File: src/rtl/gl_ibram_arbiter_pkg.sv
// Shared definitions for the instruction/command BRAM arbiter.
// Holds the FSM state codes, the read-return tag, the burst limit and the
// byte-to-word address shift, plus the decode burst length clamp.
package gl_ibram_arbiter_pkg;

  // Longest decode burst (LOADMATRIX payload), in words.
  localparam int IBRAM_BURST_MAX = 16;

  // Byte address -> word address: drop the two byte-lane bits.
  localparam int WORD_SHIFT = 2;

  // Arbiter FSM encoding.
  localparam logic [0:0] ST_IDLE  = 1'b0;
  localparam logic [0:0] ST_BURST = 1'b1;

  // Owner of the read data returning from the BRAM on the next cycle.
  typedef enum logic [1:0] {
    TAG_NONE  = 2'd0,
    TAG_FETCH = 2'd1,
    TAG_DEC   = 2'd2
  } ret_tag_t;

  // A zero-length request still moves one word; anything longer than the
  // payload limit is cut down to the limit.
  function automatic logic [4:0] clamp_len(input logic [4:0] len, input int max_len);
    if (len == 5'd0)
      return 5'd1;
    if (int'(len) > max_len)
      return 5'(max_len);
    return len;
  endfunction

endpackage

File: src/rtl/gl_burst_counter.sv
// Decode burst address/length tracker.
// Latency: load in the grant cycle (first word is issued by the arbiter
//   directly), then one issue per advance; last flags the final word.
// Backpressure: none; advance is the only pacing input.
// Ports: load/load_addr/load_len capture a burst, advance steps it,
//   addr/issue/last describe the word to issue in the current cycle.
module gl_burst_counter #(
  parameter int AW = 10,
  parameter int LW = 5
) (
  input  logic          clk,
  input  logic          reset,
  input  logic          load,
  input  logic [AW-1:0] load_addr,
  input  logic [LW-1:0] load_len,
  input  logic          advance,
  output logic [AW-1:0] addr,
  output logic          issue,
  output logic          last
);

  logic [LW-1:0] remaining;
  logic          wrap;

  // Top of the BRAM: next word address rolls over to zero.
  assign wrap  = (addr == {AW{1'b1}});
  assign issue = (remaining != '0);
  assign last  = (remaining == LW'(1));

  // The grant cycle already consumed word 0, so we hold start+1 and L-1.
  always_ff @(posedge clk) begin
    if (!reset) begin
      addr      <= '0;
      remaining <= '0;
    end else if (load) begin
      addr      <= load_addr + 1'b1;
      remaining <= load_len - 1'b1;
    end else if (advance && issue) begin
      addr      <= wrap ? '0 : addr + 1'b1;
      remaining <= remaining - 1'b1;
    end
  end

endmodule

File: src/rtl/gl_ibram_arbiter.sv
// Arbiter sharing one single-port BRAM between host writes, decode read
//   bursts and single-word instruction fetches.
// Latency: grant and BRAM command are combinational; read data returns one
//   cycle after issue, steered by a registered return tag.
// Backpressure: fetch is stalled when not granted; a running decode burst
//   cannot be pre-empted; host waits (no ack) until granted.
// Ports: host_* write side, fetch_* read side, dec_* burst side, bram_* to
//   the primitive.
import gl_ibram_arbiter_pkg::*;

module gl_ibram_arbiter #(
  parameter int ADDR_W    = 32,
  parameter int DATA_W    = 32,
  parameter int BRAM_AW   = 10,
  parameter int BURST_MAX = IBRAM_BURST_MAX
) (
  input  logic               clk,
  input  logic               reset,
  input  logic               host_req,
  input  logic [ADDR_W-1:0]  host_addr,
  input  logic [DATA_W-1:0]  host_wdata,
  output logic               host_ack,
  input  logic               fetch_req,
  input  logic [ADDR_W-1:0]  fetch_addr,
  output logic               fetch_stall,
  output logic               fetch_valid,
  output logic [DATA_W-1:0]  fetch_data,
  input  logic               dec_req,
  input  logic [ADDR_W-1:0]  dec_addr,
  input  logic [4:0]         dec_len,
  output logic               dec_busy,
  output logic               dec_valid,
  output logic               dec_last,
  output logic [DATA_W-1:0]  dec_data,
  output logic               bram_en,
  output logic               bram_we,
  output logic [BRAM_AW-1:0] bram_addr,
  output logic [DATA_W-1:0]  bram_wdata,
  input  logic [DATA_W-1:0]  bram_rdata
);

  localparam int WA_HI = BRAM_AW + WORD_SHIFT - 1;

  logic [0:0]         state;
  ret_tag_t           tag_q;
  logic               last_q;
  logic               fetch_first;

  logic [BRAM_AW-1:0] host_word, fetch_word, dec_word, cnt_addr;
  logic [4:0]         dec_len_eff;
  logic               in_idle, dec_ok;
  logic               host_grant, dec_grant, fetch_grant;
  logic               burst_issue, cnt_issue, cnt_last, last_issue;
  logic               unused_addr_bits;

  assign host_word   = host_addr[WA_HI:WORD_SHIFT];
  assign fetch_word  = fetch_addr[WA_HI:WORD_SHIFT];
  assign dec_word    = dec_addr[WA_HI:WORD_SHIFT];
  assign dec_len_eff = clamp_len(dec_len, BURST_MAX);

  // Byte-lane and out-of-range address bits carry no meaning for the BRAM.
  assign unused_addr_bits = ^{host_addr[ADDR_W-1:WA_HI+1],  host_addr[WORD_SHIFT-1:0],
                              fetch_addr[ADDR_W-1:WA_HI+1], fetch_addr[WORD_SHIFT-1:0],
                              dec_addr[ADDR_W-1:WA_HI+1],   dec_addr[WORD_SHIFT-1:0]};

  // Grants are suppressed while reset is held so nothing reaches the BRAM.
  assign in_idle = reset && (state == ST_IDLE);
  // A new burst is refused until the previous one has fully returned.
  assign dec_ok  = dec_req && !dec_busy;

  always_comb begin
    host_grant  = 1'b0;
    dec_grant   = 1'b0;
    fetch_grant = 1'b0;
    if (in_idle) begin
      if (fetch_first) begin
        // Fetch was starved by the burst just finished: let it go first.
        if (fetch_req)     fetch_grant = 1'b1;
        else if (host_req) host_grant  = 1'b1;
        else if (dec_ok)   dec_grant   = 1'b1;
      end else begin
        if (host_req)       host_grant  = 1'b1;
        else if (dec_ok)    dec_grant   = 1'b1;
        else if (fetch_req) fetch_grant = 1'b1;
      end
    end
  end

  gl_burst_counter #(.AW(BRAM_AW), .LW(5)) u_burst_counter (
    .clk       (clk),
    .reset     (reset),
    .load      (dec_grant),
    .load_addr (dec_word),
    .load_len  (dec_len_eff),
    .advance   (burst_issue),
    .addr      (cnt_addr),
    .issue     (cnt_issue),
    .last      (cnt_last)
  );

  assign burst_issue = reset && (state == ST_BURST) && cnt_issue;
  // Final word of a burst, whether it is a one-word grant or a BURST issue.
  assign last_issue  = (dec_grant && (dec_len_eff == 5'd1)) || (burst_issue && cnt_last);

  always_comb begin
    bram_en    = host_grant || dec_grant || fetch_grant || burst_issue;
    bram_we    = host_grant;
    bram_wdata = host_grant ? host_wdata : '0;
    bram_addr  = '0;
    if (burst_issue)      bram_addr = cnt_addr;
    else if (host_grant)  bram_addr = host_word;
    else if (dec_grant)   bram_addr = dec_word;
    else if (fetch_grant) bram_addr = fetch_word;
  end

  assign host_ack    = host_grant;
  assign fetch_stall = fetch_req && !fetch_grant;

  assign fetch_valid = (tag_q == TAG_FETCH);
  assign dec_valid   = (tag_q == TAG_DEC);
  assign dec_last    = dec_valid && last_q;
  assign fetch_data  = fetch_valid ? bram_rdata : '0;
  assign dec_data    = dec_valid ? bram_rdata : '0;

  always_ff @(posedge clk) begin
    if (!reset) begin
      state       <= ST_IDLE;
      tag_q       <= TAG_NONE;
      last_q      <= 1'b0;
      dec_busy    <= 1'b0;
      fetch_first <= 1'b0;
    end else begin
      if (fetch_grant)                    tag_q <= TAG_FETCH;
      else if (dec_grant || burst_issue)  tag_q <= TAG_DEC;
      else                                tag_q <= TAG_NONE;

      last_q <= last_issue;

      if (dec_grant && (dec_len_eff != 5'd1)) state <= ST_BURST;
      else if (burst_issue && cnt_last)       state <= ST_IDLE;

      if (dec_grant)     dec_busy <= 1'b1;
      else if (dec_last) dec_busy <= 1'b0;

      if (last_issue)                     fetch_first <= 1'b1;
      else if (fetch_grant || !fetch_req) fetch_first <= 1'b0;
    end
  end

endmodule

File: config.mk
export PLATFORM = sky130hd
export DESIGN_NAME = gl_ibram_arbiter
export DESIGN_NICKNAME = d
export VERILOG_FILES = /design/src/rtl/gl_ibram_arbiter_pkg.sv /design/src/rtl/gl_burst_counter.sv /design/src/rtl/gl_ibram_arbiter.sv
export SDC_FILE = /design/constraint.sdc
export NUM_CORES = 1
export LEC_CHECK = 0
export ABC_AREA = 1
export ABC_CLOCK_PERIOD_IN_PS = 1900
export CAP_MARGIN = 15
export CORE_AREA = 5 5 107 109
export CTS_CLUSTER_DIAMETER = 60
export DETAILED_ROUTE_END_ITERATION = 16
export DIE_AREA = 0 0 112 114
export PLACE_DENSITY = 0.8
export SLEW_MARGIN = 25
export SYNTH_ARGS = -nofsm -noshare
export SYNTH_HDL_FRONTEND = slang
export SYNTH_SLANG_ARGS = --single-unit
File: constraint.sdc
create_clock -name clk -period 1.9 [get_ports clk]
set_clock_uncertainty 0.1 [all_clocks]
set_input_delay 0.38 -clock clk [delete_from_list [all_inputs] [get_ports clk]]
set_output_delay 0.38 -clock clk [all_outputs]
set_load 0.05 [all_outputs]
# Word level (Yosys, flattened, before mapping)
# Index checks and enable logic that the tools add are counted.
# classes
add_sub_neg	4
order_cmp	1
n_eq_ne	6
mux	41
bitwise_logic	2
n_reduce_logical	26
# op_table
op	count
$mux 32	3
$mux 10	7
$mux 5	6
$mux 1	24
$add 10x1->10 const B	2
$eq 10x10->1 const B	1
$eq 5x1->1 const B	2
$logic_and 1x1->1	10
$sub 5x1->5 const B	2
$reduce_bool 2->1	4
$logic_or 1x1->1	6
$gt 5x5->1 const B	1
$logic_not 5->1	1
$ne 5x1->1 const B	1
$reduce_bool 5->1	1
$logic_not 1->1	3
$eq 2x1->1 const B	1
$eq 2x2->1 const B	1
$mux 2	1
$not 1->1	2
$reduce_or 2->1	1
# totals
register_bits	21
output_inout_bits	114

# Depth between registers and ports, before layout
# Gate-level depths: netlist (run 1).
# depth
depth_word	10
ltp_mapped	10
mapped_depth_nobuf	10

# By module
# A second synthesis (run 1) with hierarchy kept.
# hier_totals
hier_cells	478
area_unflattened_um2	2581.2
# modules_own_cells
mod	instances	cells_each	area_per_inst_um2	seq_area_each_um2
gl_ibram_arbiter	1	289	1356.3	120.1
gl_burst_counter	1	189	1224.9	300.3

# Worst setup path after synthesis (run 1)
# Ideal clock, no wire load.
# synth_path
kind	register -> output
startpoint	register tag_q[1]
endpoint	output port dec_data[10]
t_arrival_ns	2.293
slack_ns	-0.873
stages_incl_launch_ff	6
path_cell_list	dfxtp_1 -> inv_1 -> nor2_1 -> clkinv_1 -> clkbuf_1 -> nor2_1
# synth_between
elab_chain_cells	2
# synth_lines
item	line_no	source
start, declared	gl_ibram_arbiter.sv:45	ret_tag_t tag_q;
start signal, assigned	gl_ibram_arbiter.sv:128	tag_q <= TAG_NONE;
start signal, assigned	gl_ibram_arbiter.sv:133	if (fetch_grant) tag_q <= TAG_FETCH;
start signal, assigned	gl_ibram_arbiter.sv:134	else if (dec_grant || burst_issue) tag_q <= TAG_DEC;
$eq 2x2->1	gl_ibram_arbiter.sv:120	assign dec_valid = (tag_q == TAG_DEC);
net dec_valid	gl_ibram_arbiter.sv:32	output logic dec_valid,
$mux 32	gl_ibram_arbiter.sv:123	assign dec_data = dec_valid ? bram_rdata : '0;
end, declared	gl_ibram_arbiter.sv:34	output logic [DATA_W-1:0] dec_data,
# The timed path passes the listed nets, and every way through them passes these cells.

# Final worst setup path (run 1)
# layout_path
startpoint	register state
endpoint	output port bram_wdata[28]
# layout_between
elab_chain_cells	4
# layout_lines
item	line_no	source
start, declared	gl_ibram_arbiter.sv:44	logic [0:0] state;
start signal, assigned	gl_ibram_arbiter.sv:127	state <= ST_IDLE;
start signal, assigned	gl_ibram_arbiter.sv:139	if (dec_grant && (dec_len_eff != 5'd1)) state <= ST_BURST;
start signal, assigned	gl_ibram_arbiter.sv:140	else if (burst_issue && cnt_last) state <= ST_IDLE;
$not 1->1	gl_ibram_arbiter.sv:67	assign in_idle = reset && (state == ST_IDLE);
$logic_and 1x1->1	gl_ibram_arbiter.sv:67	
$mux 1	gl_ibram_arbiter.sv:75	if (in_idle) begin
$mux 32	gl_ibram_arbiter.sv:108	bram_wdata = host_grant ? host_wdata : '0;
end, declared	gl_ibram_arbiter.sv:38	output logic [DATA_W-1:0] bram_wdata,
# No other way between the ends.

==> results of run 1 <==
[cells in the final DEF (no fill, tap or decap), drive strengths merged, types with 2 or more instances in the layout]
cell / Yosys / layout
buf: 11 / 184
nor2: 128 / 128
inv: 111 / 111
clkdlybuf4s50: 0 / 97
nand2: 90 / 90
nand3: 35 / 35
dfxtp: 21 / 21
o21ai: 19 / 19
a21oi: 13 / 13
o2111ai: 7 / 7
nand4: 7 / 7
ha: 7 / 7
clkbuf: 7 / 7
a22oi: 3 / 3
o211ai: 3 / 3
xor2: 3 / 3
or2: 3 / 3
clkdlybuf4s15: 0 / 3
o21bai: 2 / 2
a31oi: 2 / 2
dlymetal6s2s: 0 / 2
o22ai: 2 / 2
[cell type report]
type,instances,area share
inverter,112,0.05647
timing repair buffer,291,0.5371
multi-input combinational,329,0.3228
clock inverter,1,0.0009626
clock buffer,3,0.005294
tap,140,0.02246
sequential,21,0.05487
[metrics by stage]
step	worst slack [ns]	power, mW	instance area, µm²	hold slack [ns]
2_1_floorplan	-0.1781	1.360	2944	0.3684
6_report	-0.2660	2.922	7799	0.4749
3_5_place_dp	-0.4573	2.280	6735	0.3925
5_1_grt	-0.3115	3.018	7799	0.4919
3_3_place_gp	-0.4391	2.252	6735	0.3829
4_1_cts	-0.2037	2.777	7498	0.4396
[where the power goes]
group | internal [mW] | total (mW) | switching (mW)
logic | 0.979 | 2.07 | 1.09
clock network | 0.149 | 0.320 | 0.171
registers | 0.478 | 0.531 | 0.0530
[layer usage]
metal / vias up / GRT usage / routed length (µm)
li1: 2017 / - / -
met1: 2075 / 0.3032 / 6958
met2: 325 / 0.4341 / 8775
met3: 69 / 0.06844 / 1647
met4: 0 / 0.08333 / 759
met5: - / 0 / 0
[worst max-delay path: cells and delay by family, from the launching register on]
kind	cells	cell delay, ns
AND/OR/NAND/NOR	3	0.42
buffers and inverters	6	0.65
flip-flops	1	0.33
[worst paths after layout]
kind,slack (ns),to,from
worst max register to register,0.10,u_burst_counter.addr[7],u_burst_counter.addr[1]
worst max-delay path,-0.27,bram_wdata[28],state
worst min register to register,0.47,u_burst_counter.addr[1],u_burst_counter.addr[1]
worst min-delay path,0.47,u_burst_counter.addr[1],u_burst_counter.addr[1]
[cell families after synthesis]
kind of cell,share of synthesized area
flops,0.1661
xor+xnor,0.01384
fa+ha+maj,0.03460
simple gates,0.4548
compound gates,0.1241
buf+inv,0.2066
[timing repair]
item                                    CTS  global route
endpoints found under the setup margin   69            94
cloned                                    6             4
buffers inserted                         16             6
gates resized for setup                 136            69
pin swaps                                17            20
[state kept, by name, indices dropped and copies added, names as in the netlist]
signal and flops:
fetch_first 1, dec_busy 1, tag_q 2, u_burst_counter.remaining 5, u_burst_counter.addr 10, last_q 1, state 1
==> qor.yml, run 1 <==
status: "finished, violations left"
violations: "negative setup slack"
gp_congestion: 0.9451
synth.avg_cell_area_um2: 5.273
worstPathMaxFanout: 8
yosysMostFrequentCell: "nor2_1"
finalHoldViolations: 0
num_vias: 4486
synth.area.top_cells: "nor2_1 (18%), dfxtp_1 (17%), inv_1 (16%)"
period_share: 1.140
setup_tns_ns: -8.510
groute.usage.overall: 0.2513
routed_wl_um: 18140
hold_path_depth: 2
layout.area.seq_um2: 427.9
hold_buffers: 0
path_cells: "inv_2, nand2_4, nor3_4, buf_6, inv_8, buf_16, nor2_4, buf_6, buf_12"
cts_buffer_depth: 2
hpwl_um: 12660
grt_pass1_vias: 4462
crit_required_ns: 1.42
areaGrowthSynthToFinish_pct: 208.1
grt_pass1_wl_um: 25470
top_level_ports: 284
dieArea_mm2: 0.01277
setup-violations-final: 46
crit_arrival_ns: 1.69
stdcell_count: 897
io_buffers: 217
first_pass_iters: 7
p_leak_nw: 3.580
cts_tree: "yes"
first_iter_violations: 358
p_per_area_mw_per_mm2: 374.7
die_h_um: 114
crit_top_cell: "buf_6"
syn_nets: 657
ys_warn_count: 0
synth_top_area_share: 0.1824
netlist_instances: 480
report.final.slew_viol_count: 0
cap_violations: 0
insertion_delay_ns: 0.27
async_flop_share: 0
n_fill_cell: 653
grt_antenna_before_repair: 0
remaining_drc_errors: 0
start_util: 0.2409
antenna_cells: 0
post_drt_wl_per_cell_um: 20.22
synth-seq-cells: 21
cts.sinks: 21
synthFlopType: "dfxtp_1"
ir_drop_mv: 0.3000
cp_slowest_cell: "dfxtp_2"
multi_input_area_mm2: 0.002517
dp.cells: 874
cp-end-kind: "output port"
fin_util: 0.7422
reg2reg_depth: 8
htree_levels: 1
criticalPathCategory: "reg -> out"
clkTransAtPathRegs_ns: 0.09
hold_class: "reg -> reg"
slowest_delay_ns: 0.33
setup_slack_ns: -0.2660
clockRootBuffer: "clkbuf_8"
ys_seq_area_frac: 0.1661
syn_area_mm2: 0.002531
rsz0062_at_grt: "true"
numCtsBuffers: 3
worst_slew_pin_slew_ns: 0.3611
gr-total-overflow: 0
synth_edf_count: 0
drtAntennaViolNets: 0
finalCriticalPeriod_ns: 2.166
num_rows: 38
core_mm2: 0.01051
viasPerCell: 5.001
drive_gt1_frac: 0.4584
fmax_mhz: 461.7
synth_common_cells: "nor2_1 (123), inv_1 (108), nand2_1 (85)"
ys_types: 37
nNetsFinal: 935
startpoint_type: "register"
slew_headroom: 0.7589
synth_top_area_cell: "nor2_1"
grt_max_degree: 19
die_width_um: 112
Note: power is estimated with default switching activity, not from simulation.
==> run 2: changes to the inputs <==
--- a/config.mk
+++ b/config.mk
@@ -13,6 +13,7 @@
 export DETAILED_ROUTE_END_ITERATION = 16
 export DIE_AREA = 0 0 112 114
 export PLACE_DENSITY = 0.8
+export SKIP_CTS_REPAIR_TIMING = 1
 export SLEW_MARGIN = 25
 export SYNTH_ARGS = -nofsm -noshare
 export SYNTH_HDL_FRONTEND = slang
==> qor.yml, run 2 (synthesis gave the netlist of run 1 again) <==
p_leak_nw: 3.411
layout_common_cells: "buf_12 (118), inv_1 (99), clkdlybuf4s50_1 (98)"
cp-end-kind: "output port"
cts_buffer_depth: 2
hold_path_depth: 2
clockRootBuffer: "clkbuf_8"
cts_tree: "yes"
path_cells: "nand2_4, inv_2, nor3_4, inv_2, buf_12, nor2_2, buf_4, buf_12"
hold_class: "reg -> reg"
n_fill_cell: 741
power_frac_seq: 0.191
cap_violations: 0
setup_slack_ns: -0.1941
slew_headroom: 0.7994
hpwl_um: 12660
p_per_area_mw_per_mm2: 372.7
finalCriticalPeriod_ns: 2.094
areaGrowthSynthToFinish_pct: 189.2
timing.rr.start: "u_burst_counter.addr[0]"
die_width_um: 112
violations: "negative setup slack"
top_level_ports: 284
r2r_setup_slack_ns: 0.14
num_rows: 38
startpoint_type: "register"
largest_reg_flops: 10
largest-register: "u_burst_counter.addr"
finalHoldViolations: 0
numCtsBuffers: 3
clkTransAtPathRegs_ns: 0.08
ir_drop_mv: 0.3001
slowest_delay_ns: 0.33
viasPerCell: 4.667
worst_slew_pin_slew_ns: 0.2998
fmax_mhz: 477.5
num_vias: 4149
hold_end: "dec_busy"
power.switching_mw: 1.216
io_buffers: 217
top_regs: "u_burst_counter.addr (10), u_burst_counter.remaining (5), tag_q (2)"
r2r_end: "u_burst_counter.addr[7]"
grt_antenna_before_repair: 0
groute.usage.overall: 0.2103
critPathLaunch: "fetch_first"
finalPower_mw: 2.728
drive_gt1_frac: 0.4419
period_share: 1.102
gp_congestion: 0.9451
routed_wl_um: 15770
rsz0062_at_grt: "true"
antenna_cells: 0
grt_pass1_wl_um: 21560
cts.sinks: 21
remaining_drc_errors: 0
cp_slowest_cell: "dfxtp_2"
multi_input_area_mm2: 0.002305
switching_share: 0.4455
core_mm2: 0.01051
crit_arrival_ns: 1.61
p_comb_frac: 0.694
timing.hold.ws_ns: 0.4072
start_util: 0.2409
criticalPathCategory: "reg -> out"
clockPowerShare: 0.115
nNetsFinal: 927
drtAntennaViolNets: 0
worstPathMaxFanout: 17
dieArea_mm2: 0.01277
status: "finished, violations left"
die_h_um: 114
min_from: "dec_busy"
first_pass_iters: 12
htree_levels: 1
insertion_delay_ns: 0.27
grt_max_degree: 34
intPower_mw: 1.513
first_iter_violations: 428
final_common_cell: "buf_12"
gr-total-overflow: 0
post_drt_wl_per_cell_um: 17.74
layout.area.seq_um2: 424.2
report.final.slew_viol_count: 0
setup-violations-final: 44
reg2reg_depth: 8
grt_pass1_vias: 3893
crit_required_ns: 1.42
==> run 2: power by group through the flow <==
stage	Sequential (mW)	Clock, mW	Combinational, mW
3_5_place_dp	0.523	0	1.76
6_report	0.521	0.314	1.89
4_1_cts	0.512	0.319	1.76
2_1_floorplan	0.516	0	0.844
5_1_grt	0.526	0.331	1.98
3_3_place_gp	0.521	0	1.73
==> run 2: stage by stage <==
stage / TNS, ns / worst slack (ns) / utilization / area [µm²] / cells
after floorplan: -5.485 / -0.1781 / - / 2944 / 480
after global placement: -20.37 / -0.4391 / 0.6410 / 6735 / 874
after detailed placement: -21.32 / -0.4573 / 0.6410 / 6735 / 874
after CTS: -18.45 / -0.4596 / 0.6456 / 6784 / 878
after global routing: -10.20 / -0.2700 / 0.6967 / 7321 / 889
final: -6.564 / -0.1941 / 0.6967 / 7321 / 889
==> run 2: cell type report <==
| type | instances | share of cell area |
|---|---|---|
| Sequential cell | 21 | 0.05794 |
| Timing Repair Buffer | 283 | 0.5382 |
| Clock buffer | 3 | 0.005640 |
| Multi-Input combinational cell | 329 | 0.3148 |
| Tap cell | 140 | 0.02393 |
| Clock inverter | 1 | 0.001025 |
| Inverter | 112 | 0.05845 |
==> run 2: per-layer routing <==
metal / wire [µm] / part of all wire / GRT usage / vias up
met5: 0 / 0 / 0 / -
met4: 478 / 0.030 / 0.03926 / 0
met3: 1353 / 0.086 / 0.04668 / 44
met2: 7545 / 0.48 / 0.3573 / 277
met1: 6392 / 0.41 / 0.2772 / 1831
li1: - / - / - / 1997
==> run 2: critical path, delay by kind of cell, from the launching register on <==
family	cells	cell delay [ns]
buffers and inverters	5	0.60
AND/OR/NAND/NOR	3	0.40
flip-flops	1	0.33
==> run 2: how the worst max path moves through the flow <==
stage / slack [ns] / to / cells after the start
after floorplan: -0.18 / bram_wdata[10] / 6
after global placement: -0.44 / bram_addr[0] / 7
after detailed placement: -0.46 / bram_addr[3] / 7
after CTS: -0.46 / bram_addr[3] / 7
after global routing: -0.27 / bram_wdata[28] / 8
final: -0.19 / bram_wdata[21] / 8
